$ cat config.mk
export PLATFORM = sky130hd
export DESIGN_NAME = stream_reduce_unit
export DESIGN_NICKNAME = d
export VERILOG_FILES = /design/src/rtl/sv_reduce_pkg.sv /design/src/rtl/reduce_lane.sv /design/src/rtl/stream_reduce_unit.sv
export SDC_FILE = /design/constraint.sdc
export NUM_CORES = 1
export LEC_CHECK = 0
export BUFFER_PORTS_ARGS = -buffer_cell sky130_fd_sc_hd__buf_4
export CORE_MARGIN = 5
export CORE_UTILIZATION = 40
export CTS_CLUSTER_SIZE = 8
export DETAILED_ROUTE_END_ITERATION = 7
export PLACE_DENSITY = 0.67
export SLEW_MARGIN = 10
export SYNTH_ARGS = -nofsm -noshare
export SYNTH_HDL_FRONTEND = slang
export SYNTH_SLANG_ARGS = --single-unit
$ cat constraint.sdc
create_clock -name clk -period 6.9 [get_ports clk]
set_clock_uncertainty 0.05 [all_clocks]
set_input_delay 1.725 -clock clk [delete_from_list [all_inputs] [get_ports clk]]
set_output_delay 1.725 -clock clk [all_outputs]
set_load 0.03 [all_outputs]
$ cat src/rtl/sv_reduce_pkg.sv
// Shared types and helpers for the streaming unary-reduction unit.
package sv_reduce_pkg;

  typedef enum logic [1:0] {
    RED_AND  = 2'd0,
    RED_OR   = 2'd1,
    RED_XOR  = 2'd2,
    RED_XNOR = 2'd3
  } red_op_e;

  localparam int MAX_OUT_W = 64;

  // Value a masked-off bit takes so it cannot disturb the fold.
  function automatic logic red_identity(red_op_e op);
    return (op == RED_AND);
  endfunction

  function automatic logic [MAX_OUT_W-1:0] extend1(bit f, bit sgn, int w);
    logic [MAX_OUT_W-1:0] v;
    v = '0;
    for (int i = 0; i < MAX_OUT_W; i++)
      if (i < w) v[i] = (i == 0) ? f : (sgn & f);
    return v;
  endfunction

endpackage

$ cat src/rtl/reduce_lane.sv
// Per-channel fold state: latches op/sign on the first beat and folds each beat's reduction.
module reduce_lane
  import sv_reduce_pkg::*;
#(
  parameter int DATA_W = 32,
  parameter int CNT_W  = 6
) (
  input  logic              clk,
  input  logic              rst_n,
  input  logic              beat,
  input  logic              last,
  input  logic [DATA_W-1:0] data,
  input  logic [DATA_W-1:0] mask,
  input  red_op_e           new_op,
  input  logic              new_sgn,
  output logic              res_f,
  output logic              res_sgn,
  output logic [CNT_W-1:0]  res_cnt,
  output logic              res_sat
);

  localparam logic [CNT_W-1:0] CNT_MAX = '1;

  logic              active, acc, sat, sgn;
  red_op_e           op, op_eff;
  logic [CNT_W-1:0]  cnt;
  logic [DATA_W-1:0] eff;
  logic              r, acc_nxt;

  always_comb begin
    op_eff  = active ? op : new_op;
    res_sgn = active ? sgn : new_sgn;
    eff     = red_identity(op_eff) ? (data | ~mask) : (data & mask);
    r       = 1'b0;
    case (op_eff)
      RED_AND: r = &eff;
      RED_OR:  r = |eff;
      default: r = ^eff;
    endcase
    acc_nxt = r;
    // XNOR folds as XOR; the inversion is applied once to the final bit.
    if (active) begin
      case (op)
        RED_AND: acc_nxt = acc & r;
        RED_OR:  acc_nxt = acc | r;
        default: acc_nxt = acc ^ r;
      endcase
    end
    res_f   = (op_eff == RED_XNOR) ? ~acc_nxt : acc_nxt;
    res_cnt = !active ? CNT_W'(1) : ((cnt == CNT_MAX) ? cnt : cnt + 1'b1);
    res_sat = active & (sat | (cnt == CNT_MAX));
  end

  always_ff @(posedge clk or negedge rst_n) begin
    if (!rst_n) begin
      active <= 1'b0;
      op     <= RED_AND;
      sgn    <= 1'b0;
      acc    <= 1'b0;
      cnt    <= '0;
      sat    <= 1'b0;
    end else if (beat) begin
      if (last) begin
        active <= 1'b0;
        op     <= RED_AND;
        sgn    <= 1'b0;
        acc    <= 1'b0;
        cnt    <= '0;
        sat    <= 1'b0;
      end else begin
        active <= 1'b1;
        op     <= op_eff;
        sgn    <= res_sgn;
        acc    <= acc_nxt;
        cnt    <= res_cnt;
        sat    <= res_sat;
      end
    end
  end

endmodule

$ cat src/rtl/stream_reduce_unit.sv
// Multi-channel streaming reduction: decodes beats to lanes and registers one result per packet.
module stream_reduce_unit
  import sv_reduce_pkg::*;
#(
  parameter int DATA_W = 32,
  parameter int NCHAN  = 4,
  parameter int OUT_W  = 8,
  parameter int CNT_W  = 6,
  localparam int CH_W  = (NCHAN > 1) ? $clog2(NCHAN) : 1
) (
  input  logic              clk,
  input  logic              rst_n,
  input  logic              in_valid,
  output logic              in_ready,
  input  logic [CH_W-1:0]   in_chan,
  input  logic [DATA_W-1:0] in_data,
  input  logic [DATA_W-1:0] in_mask,
  input  logic              in_last,
  input  red_op_e           in_op,
  input  logic              in_signed,
  output logic              out_valid,
  input  logic              out_ready,
  output logic [CH_W-1:0]   out_chan,
  output logic [OUT_W-1:0]  out_data,
  output logic [CNT_W-1:0]  out_beats,
  output logic              out_sat
);

  logic                        fire, res_load;
  logic [NCHAN-1:0]            lane_beat, lane_f, lane_sgn, lane_sat;
  logic [NCHAN-1:0][CNT_W-1:0] lane_cnt;
  logic                        sel_f, sel_sgn, sel_sat;
  logic [CNT_W-1:0]            sel_cnt;

  assign in_ready = !out_valid | out_ready;
  assign fire     = in_valid & in_ready;

  for (genvar g = 0; g < NCHAN; g++) begin : g_lane
    // Out-of-range channel ids match no lane, so those beats vanish after the handshake.
    assign lane_beat[g] = fire & (in_chan == CH_W'(g));

    reduce_lane #(.DATA_W(DATA_W), .CNT_W(CNT_W)) u_lane (
      .clk     (clk),
      .rst_n   (rst_n),
      .beat    (lane_beat[g]),
      .last    (in_last),
      .data    (in_data),
      .mask    (in_mask),
      .new_op  (in_op),
      .new_sgn (in_signed),
      .res_f   (lane_f[g]),
      .res_sgn (lane_sgn[g]),
      .res_cnt (lane_cnt[g]),
      .res_sat (lane_sat[g])
    );
  end

  always_comb begin
    sel_f   = 1'b0;
    sel_sgn = 1'b0;
    sel_cnt = '0;
    sel_sat = 1'b0;
    for (int i = 0; i < NCHAN; i++) begin
      if (in_chan == CH_W'(i)) begin
        sel_f   = lane_f[i];
        sel_sgn = lane_sgn[i];
        sel_cnt = lane_cnt[i];
        sel_sat = lane_sat[i];
      end
    end
  end

  assign res_load = (|lane_beat) & in_last;

  always_ff @(posedge clk or negedge rst_n) begin
    if (!rst_n) begin
      out_valid <= 1'b0;
      out_chan  <= '0;
      out_data  <= '0;
      out_beats <= '0;
      out_sat   <= 1'b0;
    end else if (res_load) begin
      out_valid <= 1'b1;
      out_chan  <= in_chan;
      out_data  <= OUT_W'(extend1(sel_f, sel_sgn, OUT_W));
      out_beats <= sel_cnt;
      out_sat   <= sel_sat;
    end else if (out_ready) begin
      out_valid <= 1'b0;
    end
  end

endmodule

==> reports/results.ini, run 1 <==
[status]
status=finished clean

[timing]
rsz0062_at_grt=false
fin_ws_ps=702
relSlewSlack=0.332
holdWs_ps=433
worst_pin_slew_ps=999
finalHoldViolations=0
min_period_over_period=0.898
max_freq_mhz=161
min_period_ps=6200
finalSetupTns_ps=0
setup_viol=0
finalMaxSlewViolations=0

[cts]
htree_levels=3
cts_sinks=60
postCtsSetupBuffers=0
cts_tree=built
cts.path.max_buffers=2
clk_latency_ps=330
clockRootBuffer=clkbuf_16
cts_hold_buf=0
numCtsBuffers=9
clk_pin_slew_ps=50
cts_resized=0

[power_and_ir_drop]
seqPwrFrac=0.194
p_leak_uw=0.00429
cellPowerDensity_nw_per_um2=297
combPwrFrac=0.636
p_total_uw=2630
peakVddDrop_mv=0.249
p_int_uw=1450
p_clk_frac=0.170
switching_power_uw=1180
p_sw_frac=0.448

[worst_setup_path]
arrival_ps=6370
required_ps=7080
start_kind=input pin
slowest_stage=nand2_1
max_stage_delay_ps=640
worst-path-max-fanout=32
crit_family=compound AO/OA/AOI/OAI gates
ff2ff_path_depth=19
cp_common_cell=xnor2_1
worstPathCellList=buf_4 -> inv_1 -> nor2_1 -> a21oi_1 -> nand2_1 -> o21ai_0 -> ha_1 -> xnor2_1 -> xnor2_1 -> xnor2_1 -> xnor2_1 -> mux2i_1 -> inv_1 -> ha_1 -> a211oi_1 -> a21oi_1 -> a22o_1 -> a21oi_1 -> xor2_1 -> nor2_1 -> o41ai_1
crit_type=input pin to flop
critical_path_depth=21
endpoint_kind=flop
cp_num_buf_inv=3

[routing]
vias=7171
routed-wl-met3_um=1360
met2_length_um=10500
drc=0
wl_per_cell_um=17.1
vias_per_cell=5.45
detail_route.iter0.violations=708
routed_wl_um=22500
wl_met1_um=9840
firstDrtPassIters=5
ant_nets=0
routed.top_layer=met4

[synthesis]
asyncSetResetFlopFracSynth=1.00
syn-cell-area_um2=7690
syn_nets=1200
yosysUniqueCellTypes=48
yosysWarnings=0
synth-seq-cells=60
synth-edff-count=0
syn_area_per_cell_um2=7.80
synth_ff_type=dfrtp_1
syn_inst=986
ys_seq_area_frac=0.195

[layout]
syn2layout_area_growth_pct=15.1
seq_area_um2=1500
fillers=1883
final_cell_mix=inv_1 (140), ha_1 (140), o21ai_0 (138), nand2_1 (112), buf_4 (96)
drive_gt1_frac=0.143
diodes=0
layout.nets=1267
multi_input_area_um2=5490
final_cells=1316

[placement]
dpl_worst_slack_ps=370
dp_hpwl_um=18300
io_buffers=92
dp_cells=1302
globalplace.congestion=0.964

[floorplanning]
die_height_um=149
ios=93
core_um2=18800
initial_core_util=0.409
dieArea_um2=22100
placementRows=50
die_x_um=149

[global_route]
grt_use_total=0.204
grt_pass1_wl_um=36100
grt_max_degree=61
antenna_found_initial=0
overflow=0
grt_pass1_vias=6995

[hold_path]
hold_depth=2
hp-class=flop to flop

[run]
maxCapViolations=0

## worst reg2reg max path, delay by kind of cell, from the launching register on
| kind | cells | cell delay (ps) |
|---|---|---|
| XOR/XNOR | 5 | 930 |
| AND/OR/NAND/NOR | 3 | 900 |
| AO/OA/AOI/OAI | 7 | 1920 |
| adder cells (fa/ha/maj) | 2 | 500 |
| multiplexers | 1 | 180 |
| buffers and inverters | 1 | 60 |
| flip-flops | 1 | 770 |
## flip-flops by register name, summed over array words and instances, names as in the netlist, 4 cells and up
name                  count
g_lane.u_lane.cnt        24
g_lane.u_lane.active      4
g_lane.u_lane.op          8
g_lane.u_lane.sat         4
g_lane.u_lane.sgn         4
out_beats                 6
g_lane.u_lane.acc         4
## stage by stage
stage                util  instance area [µm²]
detailed placement  0.455                 8560
global placement    0.455                 8560
global route        0.470                 8850
CTS                 0.470                 8850
floorplan               -                 7690
finish              0.470                 8850
## power groups by stage
stage | clock network, µW | logic, µW | registers [µW]
after floorplan | 0 | 1270 | 493
after global placement | 0 | 1650 | 511
after detailed placement | 0 | 1680 | 513
after CTS | 453 | 1690 | 508
after global routing | 468 | 1860 | 523
final | 447 | 1670 | 509
## logic make-up (layout without fill, tap and decap cells)
| logic type | after synthesis | after routing | synth area share |
|---|---|---|---|
| XOR/XNOR | 73 | 73 | 0.0851 |
| multiplexers | 53 | 53 | 0.0798 |
| adder cells (fa/ha/maj) | 140 | 140 | 0.228 |
| flip-flops | 60 | 60 | 0.195 |
| AND/OR/NAND/NOR | 250 | 250 | 0.151 |
| buffers and inverters | 180 | 250 | 0.0912 |
| AO/OA/AOI/OAI | 230 | 230 | 0.170 |
## metal layers
metal	up-vias	track usage
met3	40	0.0262
met2	264	0.343
li1	3490	-
met1	3377	0.266
met4	0	0.0808
met5	-	0
## synth_stat cells (all sizes together) (10+ instances only)
library cell | n | share of area
a21oi | 40 | 0.026
and3 | 10 | 0.0081
buf | 11 | 0.0088
clkbuf | 29 | 0.014
dfrtp | 60 | 0.20
ha | 140 | 0.23
inv | 140 | 0.068
mux2 | 34 | 0.050
mux2i | 16 | 0.021
nand2 | 112 | 0.055
nand3 | 19 | 0.012
nand4 | 33 | 0.027
nor2 | 41 | 0.020
o21ai | 138 | 0.090
xnor2 | 64 | 0.075
## cell type report
class                   instances  share of cell area
flip-flops and latches         60               0.170
inverters                     140              0.0593
multi-input cells             746               0.620
clock inverters                 2             0.00396
well taps                     260              0.0367
repair buffers                 96              0.0814
clock buffers                  12              0.0290
## worst paths after layout
path	from	to	slack (ps)
max	in_op[1]	out_data[1]	700
min	out_beats[4]	out_beats[4]	430
max reg2reg	g_lane[2].u_lane.active	out_data[1]	1480
min reg2reg	out_beats[4]	out_beats[4]	430
max in group asynchronous	rst_n	g_lane[2].u_lane.cnt[2]	4880
min in group asynchronous	rst_n	g_lane[0].u_lane.cnt[1]	1420
No activity file was read; power rests on OpenSTA's default activity.
==> inputs of run 2 (changes only) <==
==> constraint.sdc (replaced) <==
create_clock -name clk -period 6.3 [get_ports clk]
set_clock_uncertainty 0.05 [all_clocks]
set_input_delay 1.575 -clock clk [delete_from_list [all_inputs] [get_ports clk]]
set_output_delay 1.575 -clock clk [all_outputs]
set_load 0.03 [all_outputs]
==> reports/results.ini, run 2 (synthesized netlist as in run 1, its figures left out) <==
[layout]
diodes=0  ; unchanged
largest_reg_flops=24  ; unchanged
largest_register=g_lane.u_lane.cnt
reg.largest.list=g_lane.u_lane.cnt (24), g_lane.u_lane.op (8), out_beats (6)
fillers=1880  ; -0.16%
syn2layout_area_growth_pct=15.4
drive_gt1_frac=0.144  ; +0.000675
layout.nets=1267  ; unchanged
final_cell_mix=inv_1 (140), ha_1 (140), o21ai_0 (138), nand2_1 (112), buf_4 (96)

[worst_setup_path]
worst-path-max-fanout=32  ; unchanged
rr_startpoint=g_lane[0].u_lane.active
crit_type=input pin to flop
start_kind=input pin
arrival_ps=5790  ; -580 ps
required_ps=6440  ; -640 ps
endpoint_kind=flop
cp-startpoint=in_op[1]

[status]
status=finished clean

[routing]
vias_per_cell=5.37  ; -1.5%
detail_route.iter0.violations=495  ; -30%
vias=7074  ; -1.4%
drc=0  ; unchanged
wl_per_cell_um=16.6  ; -3.2%
ant_nets=0  ; unchanged
firstDrtPassIters=6  ; +1
routed_wl_um=21800  ; -3.0%

[power_and_ir_drop]
peakVddDrop_mv=0.207  ; -17%
p_leak_uw=0.00430  ; +0.19%
cellPowerDensity_nw_per_um2=329  ; +11%

[floorplanning]
placementRows=50  ; unchanged
ios=93  ; unchanged
die_x_um=149  ; unchanged
dieArea_um2=22100  ; unchanged
initial_core_util=0.409  ; unchanged
die_height_um=149  ; unchanged
core_um2=18800  ; unchanged

[hold_path]
hp-class=flop to flop
min_from=out_beats[4]

[timing]
rsz0062_at_grt=false
worst_pin_slew_ps=811  ; -188 ps
max_freq_mhz=177
finalHoldViolations=0  ; unchanged
finalMaxSlewViolations=0  ; unchanged
min_period_over_period=0.896
finalSetupTns_ps=0  ; unchanged
relSlewSlack=0.459  ; +0.127
min_period_ps=5640
holdWs_ps=427  ; -6.06 ps
setup_viol=0  ; unchanged

[placement]
io_buffers=92  ; unchanged
dp_hpwl_um=17900  ; -2.2%
globalplace.congestion=0.932  ; -3.3%

[cts]
clockRootBuffer=clkbuf_16
cts_resized=0  ; unchanged
numCtsBuffers=9  ; unchanged
clk_pin_slew_ps=50  ; about the same
cts_tree=built
postCtsSetupBuffers=0  ; unchanged
clk_latency_ps=340  ; about the same
cts_sinks=60  ; unchanged
htree_levels=3  ; unchanged
cts.path.max_buffers=2  ; unchanged
cts_hold_buf=0  ; unchanged

[global_route]
grt_use_total=0.197  ; -0.00721
grt_pass1_wl_um=34800  ; -3.4%
grt_pass1_vias=6892  ; -1.5%
overflow=0  ; unchanged
antenna_found_initial=0  ; unchanged
grt_max_degree=61  ; unchanged

[run]
maxCapViolations=0  ; unchanged

[run 2: changes by cell type in the layout (fill, tap and decap cells not counted), sizes merged]
| cell | before | now |
|---|---|---|
| bufinv | 1 | 2 |
| clkinvlp | 0 | 1 |
[run 2: area by class of cell]
type                    instances  area [µm²]  area share
well taps                     260         325      0.0366
inverters                     140         526      0.0592
clock buffers                  12         246      0.0278
multi-input cells             746        5490       0.618
clock inverters                 4        72.6     0.00817
flip-flops and latches         60        1500       0.169
repair buffers                 96         721      0.0811
[run 2: path summary, 6_finish.rpt]
check                                          end  slack (ps)  cells after the start
max                                    out_data[0]         660                     23
max in group asynchronous  g_lane[1].u_lane.cnt[2]        4410                      1
min reg2reg                           out_beats[4]         430                      2
min                                   out_beats[4]         430                      2
min in group asynchronous  g_lane[1].u_lane.cnt[5]        1260                      1
max reg2reg                            out_data[0]        1330                     20
[run 2: critical path, stage by stage]
cell and delay (ps):
buf_4 150, inv_1 130, nor2_1 80, a21oi_1 380
nand2_1 90, buf_4 240, o21ai_0 290, inv_1 80
ha_1 290, xnor2_1 140, xnor2_1 280, xnor2_2 100
xnor2_1 290, o21a_1 200, inv_1 50, ha_1 200
nand2_1 60, o21ai_0 70, o21ai_0 230, a221oi_2 110
or4b_1 500, nand4_1 140, o41ai_1 90
[run 2: per-layer routing]
| layer | wire [µm] | vias up | GRT usage |
|---|---|---|---|
| met5 | 0 | - | 0 |
| met4 | 779 | 0 | 0.0818 |
| met3 | 1140 | 48 | 0.0250 |
| met2 | 10200 | 263 | 0.329 |
| met1 | 9720 | 3269 | 0.257 |
| li1 | - | 3494 | - |
[run 2: stage by stage]
step	utilization	std cells	cell area [µm²]	power [µW]	setup slack, ps
final	0.472	1318	8880	2920	656
after global routing	0.472	1318	8880	3150	270
after CTS	0.472	1318	8880	2940	667
after detailed placement	0.455	1302	8560	2390	333
after global placement	0.455	1302	8560	2360	417
after floorplan	-	986	7690	1930	967
[run 2: power by group]
part / leakage (µW) / switching [µW] / internal [µW] / total [µW]
Sequential: 0.000788 / 106 / 455 / 561
Combinational: 0.00336 / 1020 / 812 / 1830
Clock: 0.000153 / 174 / 356 / 530
==> inputs of run 3 (changes only) <==
--- a/config.mk
+++ b/config.mk
@@ -7,10 +7,11 @@
 export LEC_CHECK = 0
 export BUFFER_PORTS_ARGS = -buffer_cell sky130_fd_sc_hd__buf_4
 export CORE_MARGIN = 5
-export CORE_UTILIZATION = 40
+export CORE_UTILIZATION = 28
 export CTS_CLUSTER_SIZE = 8
 export DETAILED_ROUTE_END_ITERATION = 7
-export PLACE_DENSITY = 0.67
+export PLACE_DENSITY = 0.53
+export SKIP_CTS_REPAIR_TIMING = 1
 export SLEW_MARGIN = 10
 export SYNTH_ARGS = -nofsm -noshare
 export SYNTH_HDL_FRONTEND = slang
==> reports/results.ini, run 3 (synthesized netlist as in run 1, its figures left out) <==
[status]
status=finished clean

[routing]
ant_nets=0  ; unchanged
routed_wl_um=23600  ; +7.9%
vias_per_cell=4.98  ; -7.2%
detail_route.iter0.violations=504  ; +1.8%
drc=0  ; unchanged
firstDrtPassIters=5  ; -1
vias=6990  ; -1.2%
wl_per_cell_um=16.8  ; +1.4%

[cts]
clk_pin_slew_ps=50  ; about the same
clk_latency_ps=320  ; -20 ps
cts_sinks=60  ; unchanged
htree_levels=3  ; unchanged
cts.path.max_buffers=2  ; unchanged
clockRootBuffer=clkbuf_16
cts_tree=built
numCtsBuffers=9  ; unchanged

[worst_setup_path]
rr_startpoint=g_lane[1].u_lane.active
worst-path-max-fanout=22  ; -31%
start_kind=input pin
required_ps=6460  ; +20 ps
cp-startpoint=in_op[1]
endpoint_kind=flop
arrival_ps=5880  ; +90 ps
crit_type=input pin to flop

[layout]
syn2layout_area_growth_pct=16.9
fillers=2894  ; +54%
final_cell_mix=inv_1 (140), ha_1 (140), o21ai_0 (138), nand2_1 (112), buf_4 (100)
reg.largest.list=g_lane.u_lane.cnt (24), g_lane.u_lane.op (8), out_beats (6)
drive_gt1_frac=0.149  ; +0.00511
largest_reg_flops=24  ; unchanged
utilization=0.333  ; -0.139
seq_area_um2=1500  ; unchanged
diodes=0  ; unchanged
multi_input_area_um2=5490  ; unchanged
largest_register=g_lane.u_lane.cnt
layout.nets=1271  ; +0.32%
postLayoutCellArea_um2=9000  ; +1.3%

[timing]
finalHoldViolations=0  ; unchanged
rsz0062_at_grt=false
setup_viol=0  ; unchanged
max_freq_mhz=175  ; -1.4%
finalSetupTns_ps=0  ; unchanged
min_period_over_period=0.908  ; +0.0125
finalMaxSlewViolations=0  ; unchanged
min_period_ps=5720  ; +78.7 ps
relSlewSlack=0.475  ; +0.0154
worst_pin_slew_ps=788  ; -23.1 ps

[power_and_ir_drop]
switching_power_uw=1300  ; +0.17%
combPwrFrac=0.639  ; +0.013
p_int_uw=1590  ; -1.7%
seqPwrFrac=0.191  ; about the same
p_sw_frac=0.449  ; +0.00478
cellPowerDensity_nw_per_um2=322  ; -2.2%
p_leak_uw=0.00432  ; +0.51%
p_clk_frac=0.171  ; -0.011
peakVddDrop_mv=0.181  ; -13%

[floorplanning]
die_height_um=176  ; +18%
die_x_um=176  ; +18%
dieArea_um2=30900  ; +40%
placementRows=60  ; +20%
ios=93  ; unchanged
core_um2=27000  ; +44%
initial_core_util=0.285  ; -0.124

[placement]
place_area_um2=8690  ; +1.5%
dp_hpwl_um=19500  ; +9.3%
globalplace.congestion=0.880  ; -5.5%
io_buffers=92  ; unchanged

[global_route]
antenna_found_initial=0  ; unchanged
grt_max_degree=61  ; unchanged
grt_use_total=0.152  ; -0.0448
grt_pass1_wl_um=37800  ; +8.4%
overflow=0  ; unchanged
grt_pass1_vias=6975  ; +1.2%

[run]
maxCapViolations=0  ; unchanged

[hold_path]
hp-class=flop to flop
min_from=out_beats[4]

[run 3: per-stage QoR]
| step | hold slack, ps | std cells | total power [µW] | setup WS (ps) |
|---|---|---|---|---|
| 2_1_floorplan | 415 | 986 | 1930 | 967 |
| 3_3_place_gp | 416 | 1387 | 2400 | 411 |
| 3_5_place_dp | 421 | 1387 | 2430 | 247 |
| 4_1_cts | 433 | 1403 | 2930 | 570 |
| 5_1_grt | 449 | 1403 | 3160 | 105 |
| 6_report | 424 | 1403 | 2890 | 577 |
[run 3: area by class of cell]
class / instances / share of cell area
clock inverter: 5 / 0.00556
timing repair buffer: 100 / 0.0834
clock buffer: 11 / 0.0281
inverter: 140 / 0.0584
multi-input combinational: 746 / 0.610
tap: 341 / 0.0474
sequential: 60 / 0.167
[run 3: worst paths after layout]
check / to / slack, ps / depth (start not counted)
max: out_data[0] / 580 / 21
min: out_beats[4] / 420 / 2
max reg2reg: out_data[0] / 1190 / 18
min reg2reg: out_beats[4] / 420 / 2
max in group asynchronous: g_lane[2].u_lane.cnt[0] / 4390 / 1
min in group asynchronous: g_lane[3].u_lane.cnt[4] / 1270 / 1
[run 3: power by group through the flow]
stage | clock [µW] | sequential [µW] | combinational, µW
after floorplan | 0 | 540 | 1390
after global placement | 0 | 557 | 1840
after detailed placement | 0 | 556 | 1870
after CTS | 506 | 551 | 1880
after global routing | 525 | 565 | 2070
final | 493 | 552 | 1850
[run 3: layer usage]
metal / GRT usage / share of wire
met1: 0.210 / 0.47
met2: 0.253 / 0.46
met3: 0.0172 / 0.045
met4: 0.0406 / 0.022
met5: 0 / 0
[run 3: worst max-delay path, stage by stage]
cell      delay, ps
buf_4           150
inv_1           130
nor2_1           90
a21oi_1         320
nand2_1         310
buf_4           320
o21ai_0         270
ha_1            310
xor2_1          160
xnor2_1         260
xnor2_2         110
xnor2_1         280
o21a_1          180
inv_1            50
ha_1            260
nand2_1          70
o21ai_0         100
a221oi_2        310
or4_1           160
nand4_1         120
o41ai_1         360
